--- config.mk ---
export PLATFORM = sky130hd
export DESIGN_NAME = trail_writer
export DESIGN_NICKNAME = d
export VERILOG_FILES = /design/src/rtl/tron_pkg.sv /design/src/rtl/trail_writer_frame_tick_sync.sv /design/src/rtl/trail_writer.sv
export SDC_FILE = /design/constraint.sdc
export NUM_CORES = 1
export LEC_CHECK = 0
export CORE_MARGIN = 1
export CORE_UTILIZATION = 55
export DETAILED_ROUTE_END_ITERATION = 16
export PLACE_DENSITY = 0.92
export SYNTH_ARGS = -nofsm -noshare
export SYNTH_HDL_FRONTEND = slang
export SYNTH_SLANG_ARGS = --single-unit
--- constraint.sdc ---
create_clock -name Clk -period 14.6 [get_ports Clk]
set_clock_uncertainty 0.05 [all_clocks]
set_input_delay 2.92 -clock Clk [delete_from_list [all_inputs] [get_ports Clk]]
set_output_delay 2.92 -clock Clk [all_outputs]
set_load 0.05 [all_outputs]
--- src/rtl/tron_pkg.sv ---
// Shared types and constants for the trail writer and the frame buffer path.
package tron_pkg;

    // Colour enums as stored in the 4-bit pixel fields of the frame buffer
    typedef enum logic [3:0] {
        BG   = 4'h0,
        RED  = 4'h4,
        BLUE = 4'h6,
        WALL = 4'h8
    } color_e;

    // Writer FSM states; the *2 states only exist in the double-height trail build
    typedef enum logic [2:0] {
        IDLE     = 3'd0,
        CLEAR    = 3'd1,
        WR_RED   = 3'd2,
        WR_BLUE  = 3'd3,
        WR_RED2  = 3'd4,
        WR_BLUE2 = 3'd5
    } state_e;

    localparam int SCREEN_W = 640;
    localparam int SCREEN_H = 480;
    localparam int H_WORDS  = 320;
    localparam int FB_WORDS = 153600;

    // Both pixels of a word get the same colour: even px in [3:0], odd px in [11:8]
    function automatic logic [15:0] pack_word(input color_e c);
        return {4'h0, c, 4'h0, c};
    endfunction

endpackage

--- src/rtl/trail_writer_frame_tick_sync.sv ---
// Brings the asynchronous frame tick into the Clk domain and turns each
// rising edge into a single-cycle frame_evt pulse.
module frame_tick_sync (
    input  logic Clk,
    input  logic Reset,
    input  logic frame_clk,
    output logic frame_evt
);

    logic sync_1;
    logic sync_2;
    logic sync_3;

    // Two-flop synchronizer, one history flop, registered rising-edge pulse
    always_ff @(posedge Clk or negedge Reset) begin
        if (!Reset) begin
            sync_1    <= 1'b0;
            sync_2    <= 1'b0;
            sync_3    <= 1'b0;
            frame_evt <= 1'b0;
        end else begin
            sync_1    <= frame_clk;
            sync_2    <= sync_1;
            sync_3    <= sync_2;
            frame_evt <= sync_2 & ~sync_3;
        end
    end

endmodule

--- src/rtl/trail_writer.sv ---
// Frame-buffer writer: sweeps the buffer (walls on the border, background
// inside) after reset or start_clear, then paints the red and blue bike heads
// as one-word trail cells on every frame tick.
// Optional build macro: TRAIL_DOUBLE_EN -- each bike also paints line y+1.
module trail_writer #(
    parameter int          H_WORDS    = tron_pkg::H_WORDS,
    parameter int          V_LINES    = tron_pkg::SCREEN_H,
    parameter int          ADDR_W     = 19,
    parameter logic [3:0]  BG_COLOR   = 4'h0,
    parameter logic [3:0]  WALL_COLOR = 4'h8,
    parameter logic [3:0]  RED_COLOR  = 4'h4,
    parameter logic [3:0]  BLUE_COLOR = 4'h6
) (
    input  logic              Clk,
    input  logic              Reset,
    input  logic              frame_clk,
    input  logic              start_clear,
    input  logic [9:0]        red_x,
    input  logic [9:0]        red_y,
    input  logic [9:0]        blue_x,
    input  logic [9:0]        blue_y,
    input  logic              red_alive,
    input  logic              blue_alive,
    output logic              WE,
    output logic [ADDR_W-1:0] write_address,
    output logic [15:0]       wr_data,
    output logic              busy,
    output logic              clear_done,
    output logic              drop_flag
);

    import tron_pkg::*;

    localparam int FB_LAST = H_WORDS * V_LINES - 1;
    localparam int X_LIMIT = 2 * H_WORDS;

    state_e            state, state_nx;
    logic [ADDR_W-1:0] cnt, cnt_nx;
    logic [8:0]        word_cnt, word_nx;
    logic [9:0]        line_cnt, line_nx;
    logic              pending, pending_nx;
    logic              drop_nx;
    logic              last_word, last_nx;
    logic              we_nx;
    logic [ADDR_W-1:0] addr_nx;
    logic [15:0]       data_nx;
    logic              busy_nx;
    logic              latch_en;
    logic              frame_evt;
    logic              wall;

    logic [9:0]        lr_x, lr_y, lb_x, lb_y;
    logic              lr_alive, lb_alive;

    logic [9:0]        slot_x;
    logic [10:0]       slot_y;
    logic              slot_alive;
    logic [3:0]        slot_color;
    logic              slot_ok;

    // Word address of a cell; the 320-word line uses shift-add instead of a multiplier
    function automatic logic [ADDR_W-1:0] cell_addr(input logic [10:0] y, input logic [8:0] xw);
        logic [21:0] a;
        if (H_WORDS == 320)
            a = (22'(y) << 8) + (22'(y) << 6) + 22'(xw);
        else
            a = 22'(y) * 22'(H_WORDS) + 22'(xw);
        return ADDR_W'(a);
    endfunction

    frame_tick_sync u_tick_sync (
        .Clk       (Clk),
        .Reset     (Reset),
        .frame_clk (frame_clk),
        .frame_evt (frame_evt)
    );

    // Border test for the word the sweep is about to write
    always_comb begin
        wall = (line_cnt == 10'd0) || (line_cnt == 10'(V_LINES - 1)) ||
               (word_cnt == 9'd0)  || (word_cnt == 9'(H_WORDS - 1));
    end

    // Select the latched bike position/colour for the current write slot
    always_comb begin
        slot_x     = lr_x;
        slot_y     = {1'b0, lr_y};
        slot_alive = lr_alive;
        slot_color = RED_COLOR;
        case (state)
            WR_BLUE: begin
                slot_x     = lb_x;
                slot_y     = {1'b0, lb_y};
                slot_alive = lb_alive;
                slot_color = BLUE_COLOR;
            end
`ifdef TRAIL_DOUBLE_EN
            WR_RED2: begin
                slot_y = {1'b0, lr_y} + 11'd1;
            end
            WR_BLUE2: begin
                slot_x     = lb_x;
                slot_y     = {1'b0, lb_y} + 11'd1;
                slot_alive = lb_alive;
                slot_color = BLUE_COLOR;
            end
`endif
            default: ;
        endcase
        slot_ok = slot_alive && ({1'b0, slot_x} < 11'(X_LIMIT)) && (slot_y < 11'(V_LINES));
    end

    // Next-state, event bookkeeping and next output values
    always_comb begin
        state_nx   = state;
        cnt_nx     = cnt;
        word_nx    = word_cnt;
        line_nx    = line_cnt;
        pending_nx = pending;
        drop_nx    = drop_flag;
        last_nx    = 1'b0;
        latch_en   = 1'b0;
        we_nx      = 1'b0;
        addr_nx    = write_address;
        data_nx    = wr_data;
        if (start_clear) begin
            // A new round overrides everything, including a simultaneous tick
            state_nx   = CLEAR;
            cnt_nx     = '0;
            word_nx    = '0;
            line_nx    = '0;
            pending_nx = 1'b0;
            drop_nx    = 1'b0;
        end else begin
            case (state)
                CLEAR: begin
                    we_nx   = 1'b1;
                    addr_nx = cnt;
                    data_nx = pack_word(wall ? color_e'(WALL_COLOR) : color_e'(BG_COLOR));
                    if (frame_evt)
                        drop_nx = 1'b1;
                    if (cnt == ADDR_W'(FB_LAST)) begin
                        state_nx = IDLE;
                        last_nx  = 1'b1;
                    end else begin
                        cnt_nx = cnt + ADDR_W'(1);
                        if (word_cnt == 9'(H_WORDS - 1)) begin
                            word_nx = '0;
                            line_nx = line_cnt + 10'd1;
                        end else begin
                            word_nx = word_cnt + 9'd1;
                        end
                    end
                end
                IDLE: begin
                    if (frame_evt || pending) begin
                        latch_en   = 1'b1;
                        pending_nx = 1'b0;
                        state_nx   = WR_RED;
                    end
                end
                default: begin
                    we_nx = slot_ok;
                    if (slot_ok) begin
                        addr_nx = cell_addr(slot_y, slot_x[9:1]);
                        data_nx = pack_word(color_e'(slot_color));
                    end
                    // Only one tick can wait behind the current frame
                    if (frame_evt)
                        pending_nx = 1'b1;
                    case (state)
`ifdef TRAIL_DOUBLE_EN
                        WR_RED:  state_nx = WR_RED2;
                        WR_RED2: state_nx = WR_BLUE;
                        WR_BLUE: state_nx = WR_BLUE2;
`else
                        WR_RED:  state_nx = WR_BLUE;
`endif
                        default: state_nx = IDLE;
                    endcase
                end
            endcase
        end
        busy_nx = !((state_nx == IDLE) && !pending_nx);
    end

    // State, counters and registered outputs
    always_ff @(posedge Clk or negedge Reset) begin
        if (!Reset) begin
            state         <= CLEAR;
            cnt           <= '0;
            word_cnt      <= '0;
            line_cnt      <= '0;
            pending       <= 1'b0;
            drop_flag     <= 1'b0;
            last_word     <= 1'b0;
            clear_done    <= 1'b0;
            WE            <= 1'b0;
            write_address <= '0;
            wr_data       <= '0;
            busy          <= 1'b1;
        end else begin
            state         <= state_nx;
            cnt           <= cnt_nx;
            word_cnt      <= word_nx;
            line_cnt      <= line_nx;
            pending       <= pending_nx;
            drop_flag     <= drop_nx;
            last_word     <= last_nx;
            clear_done    <= last_word;
            WE            <= we_nx;
            write_address <= addr_nx;
            wr_data       <= data_nx;
            busy          <= busy_nx;
        end
    end

    // Snapshot of both bikes taken when a frame is accepted
    always_ff @(posedge Clk) begin
        if (latch_en) begin
            lr_x     <= red_x;
            lr_y     <= red_y;
            lr_alive <= red_alive;
            lb_x     <= blue_x;
            lb_y     <= blue_y;
            lb_alive <= blue_alive;
        end
    end

endmodule

==> results of run 1 <==
final timing paths:
path	end	slack [ps]
max in group asynchronous	wr_data[9]$_DFFE_PN0P_	11440
hold / removal	clear_done$_DFF_PN0_	290
setup / recovery	word_cnt[6]$_DFFE_PN0P_	9760
min in group asynchronous	word_cnt[3]$_DFFE_PN0P_	2480
setup reg to reg	write_address[17]$_DFFE_PN0P_	10600
hold reg to reg	clear_done$_DFF_PN0_	290
synthesized netlist by cell type (all sizes together) (2+ instances only):
cell,instances,area [um^2]
a211oi,2,15.01
a21o,3,30.02
a21oi,26,130.1
a22oi,3,22.52
a2bb2oi,2,17.52
a31o,2,17.52
and2,2,12.51
and3,8,50.05
buf,24,161.4
clkbuf,8,30.03
dfrtp,71,1777
dfstp,2,52.55
edfxtp,40,1201
ha,25,312.8
inv,13,48.80
mux2,10,112.6
mux2i,18,180.2
nand2,49,183.9
nand3,21,105.1
nand3b,3,22.52
nand4,7,43.79
nand4bb,2,22.52
nor2,53,198.9
nor2b,2,12.51
nor3,11,55.05
nor4,8,71.32
nor4b,3,26.28
o211ai,2,15.01
o21ai,34,170.2
o21bai,3,22.52
o31ai,4,35.03
o41ai,3,26.28
or2,2,15.02
or3,4,25.02
xnor2,18,157.7
xor2,14,122.6
power by group through the flow:
stage / clock [mW] / combinational, mW / sequential, mW
after floorplan: 0 / 0.0460 / 0.392
after global placement: 0 / 0.121 / 0.359
after detailed placement: 0 / 0.124 / 0.359
after CTS: 0.428 / 0.125 / 0.354
after global routing: 0.445 / 0.133 / 0.356
final: 0.425 / 0.125 / 0.354
registers in the layout, summed over array words and instances, names as in the netlist, 3 cells and up:
name	flops
cnt	19
lb_x	9
lb_y	10
line_cnt	10
lr_x	9
lr_y	10
state	3
word_cnt	9
wr_data	3
write_address	19
worst max-delay path: stages:
cell and delay (ps):
clkdlybuf4s50_1 450, buf_4 390, or2_4 220, nor4_4 70, a21oi_1 580, nand2_1 230
o41ai_1 310
stage by stage:
stage | instances | utilization (%)
final | 738 | 71.64
after global routing | 738 | 71.64
after CTS | 738 | 71.64
after detailed placement | 706 | 65.39
after global placement | 706 | 65.39
after floorplan | 527 | -
cell type report:
cell class	count	share of cell area, %
multi-input combinational	369	34.54
sequential	113	42.88
clock buffer	23	6.905
clock inverter	9	1.824
inverter	13	0.6905
tap	133	2.355
timing repair buffer	78	10.80
cell families after synthesis:
family	Yosys count	share of synthesized area, %
adders and majority gates	26	5.897
muxes	28	5.187
AOI/OAI and AO/OA	93	10.31
DFF	113	53.69
and+or+nand+nor	179	15.63
xor gates and xnor gates	32	4.966
buffers and inverters	45	4.256
other	1	0.06644
per-layer routing:
metal  up-vias  track usage (%)  share of wire (%)
li1       1984                -                  -
met1      2135            29.62                 38
met2       208            46.21                 53
met3        33            7.056                6.2
met4         0            12.68                2.5
met5         -                0                  0
==> flow_metrics.py, run 1 <==
metrics = {
    "outcome": {
        "status": "completed",
    },
    "drt": {
        "final_antenna_net_count": 0,
        "drcViolationCount": 0,
        "finalWirelength_mm": 12.81,
        "drt-initial-drc-count": 261,
        "drt_first_pass_iters": 5,
        "routed_wire_length_per_instance_um": 17.36,
        "via_count": 4360,
        "vias_per_cell": 5.908,
    },
    "clock_network": {
        "insertion_delay_ps": 520,
        "clock_input_transition_at_the_sequential_cells_of_the_worst_setup_and_hold_paths_ps": 50,
        "postCtsSetupRepairBufs": 0,
        "cts_made_buffers": 17,
        "tritoncts": "built",
        "ctsResizeCount": 0,
        "ctsHtreeMaxLevel": 4,
        "ctsRootBufferMaster": "clkbuf_8",
        "cts_max_path_buffers": 2,
        "postCtsHoldBufs": 0,
        "cts.sinks": 113,
    },
    "synth": {
        "synth.lib_cells_used.distinct": 59,
        "synth.ff_latch_count": 113,
        "synth-edff-count": 40,
        "post_synth.cell_area_avg_um2": 10.92,
        "postSynth.topFlopCell": "dfrtp_1",
        "synth_cells": 517,
        "yosysSeqAreaShare_pct": 53.69,
        "async_flop_share_pct": 64.60,
        "synth.cell_area_um2": 5644,
        "ys.warnings.count": 0,
    },
    "critical_path": {
        "element_type_at_the_critical_path_end": "flip-flop",
        "reg2regPathDepth": 12,
        "critical_path.reg2reg.startpoint": "state[2]$_DFF_PN0_",
        "worst-path-max-fanout": 43,
        "timing.critical_path.arrival_ps": 5200,
        "worst_ep_required_time_ps": 14960,
        "critPathLaunchType": "primary input",
        "timing.setup.critical_path_class": "primary input to flip-flop",
        "crit_path_start": "start_clear",
    },
    "final_layout": {
        "post_route_cells_drive_above_1_share_pct": 10.08,
        "num_antenna_cells": 0,
        "multi_input_area_um2": 2441,
        "seq_area_um2": 3030,
        "nFillCells": 623,
        "postLayoutCellArea_um2": 7067,
        "final_nets": 664,
        "layout.cells.most_common_list": "dfrtp_1, clkdlybuf4s50_1, nor2_1",
        "layout_overhead_on_the_synthesized_area_pct": 25.21,
    },
    "global_route": {
        "grt_pass1_wl_mm": 20.60,
        "grt_antenna_before_repair": 0,
        "first_global_vias": 4338,
        "grt_max_degree": 74,
        "overflow": 0,
        "groute.usage.overall_pct": 26.23,
    },
    "floorplan": {
        "fp.coreArea_um2": 9864,
        "die_area_um2": 10670,
        "die_height_um": 103.3,
        "std_cell_rows": 36,
        "initial_core_util_pct": 57.22,
        "floorplan.io_pins": 85,
        "die_x_um": 103.3,
    },
    "sta": {
        "final.period_utilization_pct": 33.15,
        "setup_tns_ps": 0,
        "max_slew.worst_pin.slew_ps": 905.6,
        "slew_violations": 0,
        "min_period_ps": 4840,
        "final_hold_viol_count": 0,
        "setup_repair_after_global_routing_missed_its_margin": "false",
        "fin_hold_ws_ps": 294.0,
        "final_worst_setup_slack_ps": 9760,
        "max_clock_freq_mhz": 206.6,
        "setup_violations": 0,
        "worst_slew_margin_rel_pct": 39.63,
    },
    "pwr": {
        "p_total_mw": 0.9044,
        "total_switching_power_mw": 0.2340,
        "vdd.ir_drop.worst_mv": 0.08189,
        "cellPowerDensity_nw_per_um2": 128.0,
        "p_leak_nw": 2.945,
        "share_comb_of_total_power_pct": 13.8,
        "sequentialPowerShare_pct": 39.2,
        "internal_power_mw": 0.6704,
        "p_clk_share_pct": 47.0,
        "power.share.switching_pct": 25.88,
    },
    "hold_path": {
        "hold_start": "last_word$_DFF_PN0_",
        "hp-class": "flip-flop to flip-flop",
        "worst_hold_path.num_cells": 0,
    },
    "placed_design": {
        "portBuffers": 72,
        "dp_worst_setup_slack_ps": 9293,
        "dp_hpwl_mm": 8.193,
        "placed_cell_area_um2": 6450,
        "routabilityCongestion": 0.8720,
    },
    "job": {
        "maxCapViolCount": 0,
    },
}
No activity file was read; power rests on OpenSTA's default activity.
==> inputs of run 2 (changes only) <==
--- a/config.mk
+++ b/config.mk
@@ -6,9 +6,9 @@
 export NUM_CORES = 1
 export LEC_CHECK = 0
 export CORE_MARGIN = 1
-export CORE_UTILIZATION = 55
+export CORE_UTILIZATION = 49
 export DETAILED_ROUTE_END_ITERATION = 16
-export PLACE_DENSITY = 0.92
+export PLACE_DENSITY = 0.87
 export SYNTH_ARGS = -nofsm -noshare
 export SYNTH_HDL_FRONTEND = slang
 export SYNTH_SLANG_ARGS = --single-unit
==> constraint.sdc (replaced) <==
create_clock -name Clk -period 4.2 [get_ports Clk]
set_clock_uncertainty 0.05 [all_clocks]
set_input_delay 0.84 -clock Clk [delete_from_list [all_inputs] [get_ports Clk]]
set_output_delay 0.84 -clock Clk [all_outputs]
set_load 0.05 [all_outputs]
==> flow_metrics.py, run 2 (synthesized netlist as in run 1, its figures left out) <==
metrics = {
    "global_route": {
        "first_global_vias": 4414,
        "grt_pass1_wl_mm": 21.02,
        "overflow": 0,
        "grt_max_degree": 42,
        "groute.usage.overall_pct": 23.36,
        "grt_antenna_before_repair": 0,
    },
    "final_layout": {
        "post_route_cells_drive_above_1_share_pct": 11.13,
        "layout_overhead_on_the_synthesized_area_pct": 25.94,
        "final_cell_count_no_fill": 751,
        "num_antenna_cells": 0,
        "final_nets": 670,
        "layout.cells.most_common_list": "dfrtp_1, clkdlybuf4s50_1, nor2_1",
        "biggestRegsByFlops": "cnt: 19 flops, write_address: 19 flops",
    },
    "pwr": {
        "cellPowerDensity_nw_per_um2": 436.9,
        "p_leak_nw": 2.947,
        "vdd.ir_drop.worst_mv": 0.2761,
    },
    "floorplan": {
        "die_height_um": 109.3,
        "std_cell_rows": 38,
        "die_x_um": 109.3,
        "floorplan.io_pins": 85,
        "initial_core_util_pct": 51.17,
        "fp.coreArea_um2": 11030,
        "die_area_um2": 11950,
    },
    "job": {
        "maxCapViolCount": 0,
    },
    "drt": {
        "routed_wire_length_per_instance_um": 16.90,
        "drt-initial-drc-count": 268,
        "drcViolationCount": 0,
        "via_count": 4263,
        "drt_first_pass_iters": 5,
        "finalWirelength_mm": 12.69,
        "vias_per_cell": 5.676,
        "final_antenna_net_count": 0,
    },
    "sta": {
        "worst_slew_margin_rel_pct": 25.46,
        "max_slew.worst_pin.slew_ps": 1115,
        "setup_violations": 0,
        "setup_repair_after_global_routing_missed_its_margin": "false",
        "final_hold_viol_count": 0,
        "min_period_ps": 3813,
        "max_clock_freq_mhz": 262.2,
        "slew_violations": 0,
        "final.period_utilization_pct": 90.79,
        "setup_tns_ps": 0,
    },
    "outcome": {
        "status": "completed",
    },
    "critical_path": {
        "worst_ep_required_time_ps": 4450,
        "critPathLaunchType": "flip-flop",
        "critical_path.reg2reg.startpoint": "state[0]$_DFF_PN1_",
        "regToRegEndpoint": "write_address[17]$_DFFE_PN0P_",
        "timing.critical_path.arrival_ps": 4060,
        "worst-path-max-fanout": 9,
        "rrSetupSlack_ps": 390,
        "timing.setup.critical_path_class": "flip-flop to flip-flop",
        "element_type_at_the_critical_path_end": "flip-flop",
        "crit_path_start": "state[0]$_DFF_PN1_",
        "reg2regPathDepth": 12,
        "cp-endpoint": "write_address[17]$_DFFE_PN0P_",
    },
    "clock_network": {
        "clock_input_transition_at_the_sequential_cells_of_the_worst_setup_and_hold_paths_ps": 50,
        "cts.sinks": 113,
        "tritoncts": "built",
        "ctsRootBufferMaster": "clkbuf_16",
        "cts_made_buffers": 17,
        "cts_max_path_buffers": 2,
        "ctsHtreeMaxLevel": 4,
        "insertion_delay_ps": 410,
    },
    "placed_design": {
        "numPlacedInstances": 717,
        "dp_hpwl_mm": 8.558,
        "portBuffers": 72,
        "routabilityCongestion": 0.8452,
    },
    "hold_path": {
        "hp-class": "flip-flop to flip-flop",
    },
}
run 2: repair_timing:
item,in CTS,in global routing
endpoints found under the setup margin,1,2
setup buffers,0,2
gates resized for setup,1,0
hold buffers,0,0
run 2: metal layers:
layer  wire, um  global-route usage [%]  vias to the layer above
met4        410                   11.62                        0
met3        674                   5.987                       40
met2       6465                   38.81                      184
met5          0                       0                        -
li1           -                       -                     2001
met1       5142                   28.27                     2038
run 2: how the worst min path moves through the flow:
stage | slack [ps] | to | startpoint | cells after the start
2_1_floorplan | 280 | clear_done$_DFF_PN0_ | last_word$_DFF_PN0_ | 0
3_3_place_gp | 290 | clear_done$_DFF_PN0_ | last_word$_DFF_PN0_ | 0
3_5_place_dp | 290 | clear_done$_DFF_PN0_ | last_word$_DFF_PN0_ | 0
4_1_cts | 300 | clear_done$_DFF_PN0_ | last_word$_DFF_PN0_ | 0
5_1_grt | 320 | u_tick_sync.sync_2$_DFF_PN0_ | u_tick_sync.sync_1$_DFF_PN0_ | 0
6_report | 300 | clear_done$_DFF_PN0_ | last_word$_DFF_PN0_ | 0
run 2: power by group:
| part | internal, mW | switching, mW | leakage (nW) | total, mW |
|---|---|---|---|---|
| registers | 1.19 | 0.0350 | 1.33 | 1.23 |
| clock network | 0.925 | 0.510 | 0.280 | 1.43 |
| logic | 0.155 | 0.286 | 1.34 | 0.442 |
| total | 2.27 | 0.831 | 2.95 | 3.11 |
run 2: cell type report:
cell class / instances / area, um^2
clock inverters: 15 / 168.9
flip-flops and latches: 113 / 3030
fillers: 790 / 3923
inverters: 13 / 48.80
well taps: 140 / 175.2
clock buffers: 17 / 425.4
multi-input cells: 369 / 2454
repair buffers: 84 / 805.8
run 2: through the flow:
stage | setup slack, ps | utilization (%) | power, mW | instance area, um^2 | hold WS, ps
after floorplan | 212.2 | - | 1.524 | 5688 | 281.2
after global placement | 372.3 | 58.88 | 1.676 | 6495 | 286.9
after detailed placement | 77.43 | 58.88 | 1.688 | 6495 | 286.3
after CTS | 43.23 | 64.30 | 3.115 | 7093 | 298.3
after global routing | 232.3 | 64.44 | 3.210 | 7108 | 315.0
final | 386.7 | 64.44 | 3.105 | 7108 | 299.7
run 2: worst max-delay path, stage by stage, from the launching register on:
cell      delay (ps)
dfstp_2          610
nand3b_1         100
buf_4            190
mux2i_1          330
xor2_1           180
ha_1             280
fa_1             470
a21oi_1          200
nor2_1            80
a211oi_1         440
o211ai_1         230
mux2i_1          160
o41ai_1          360
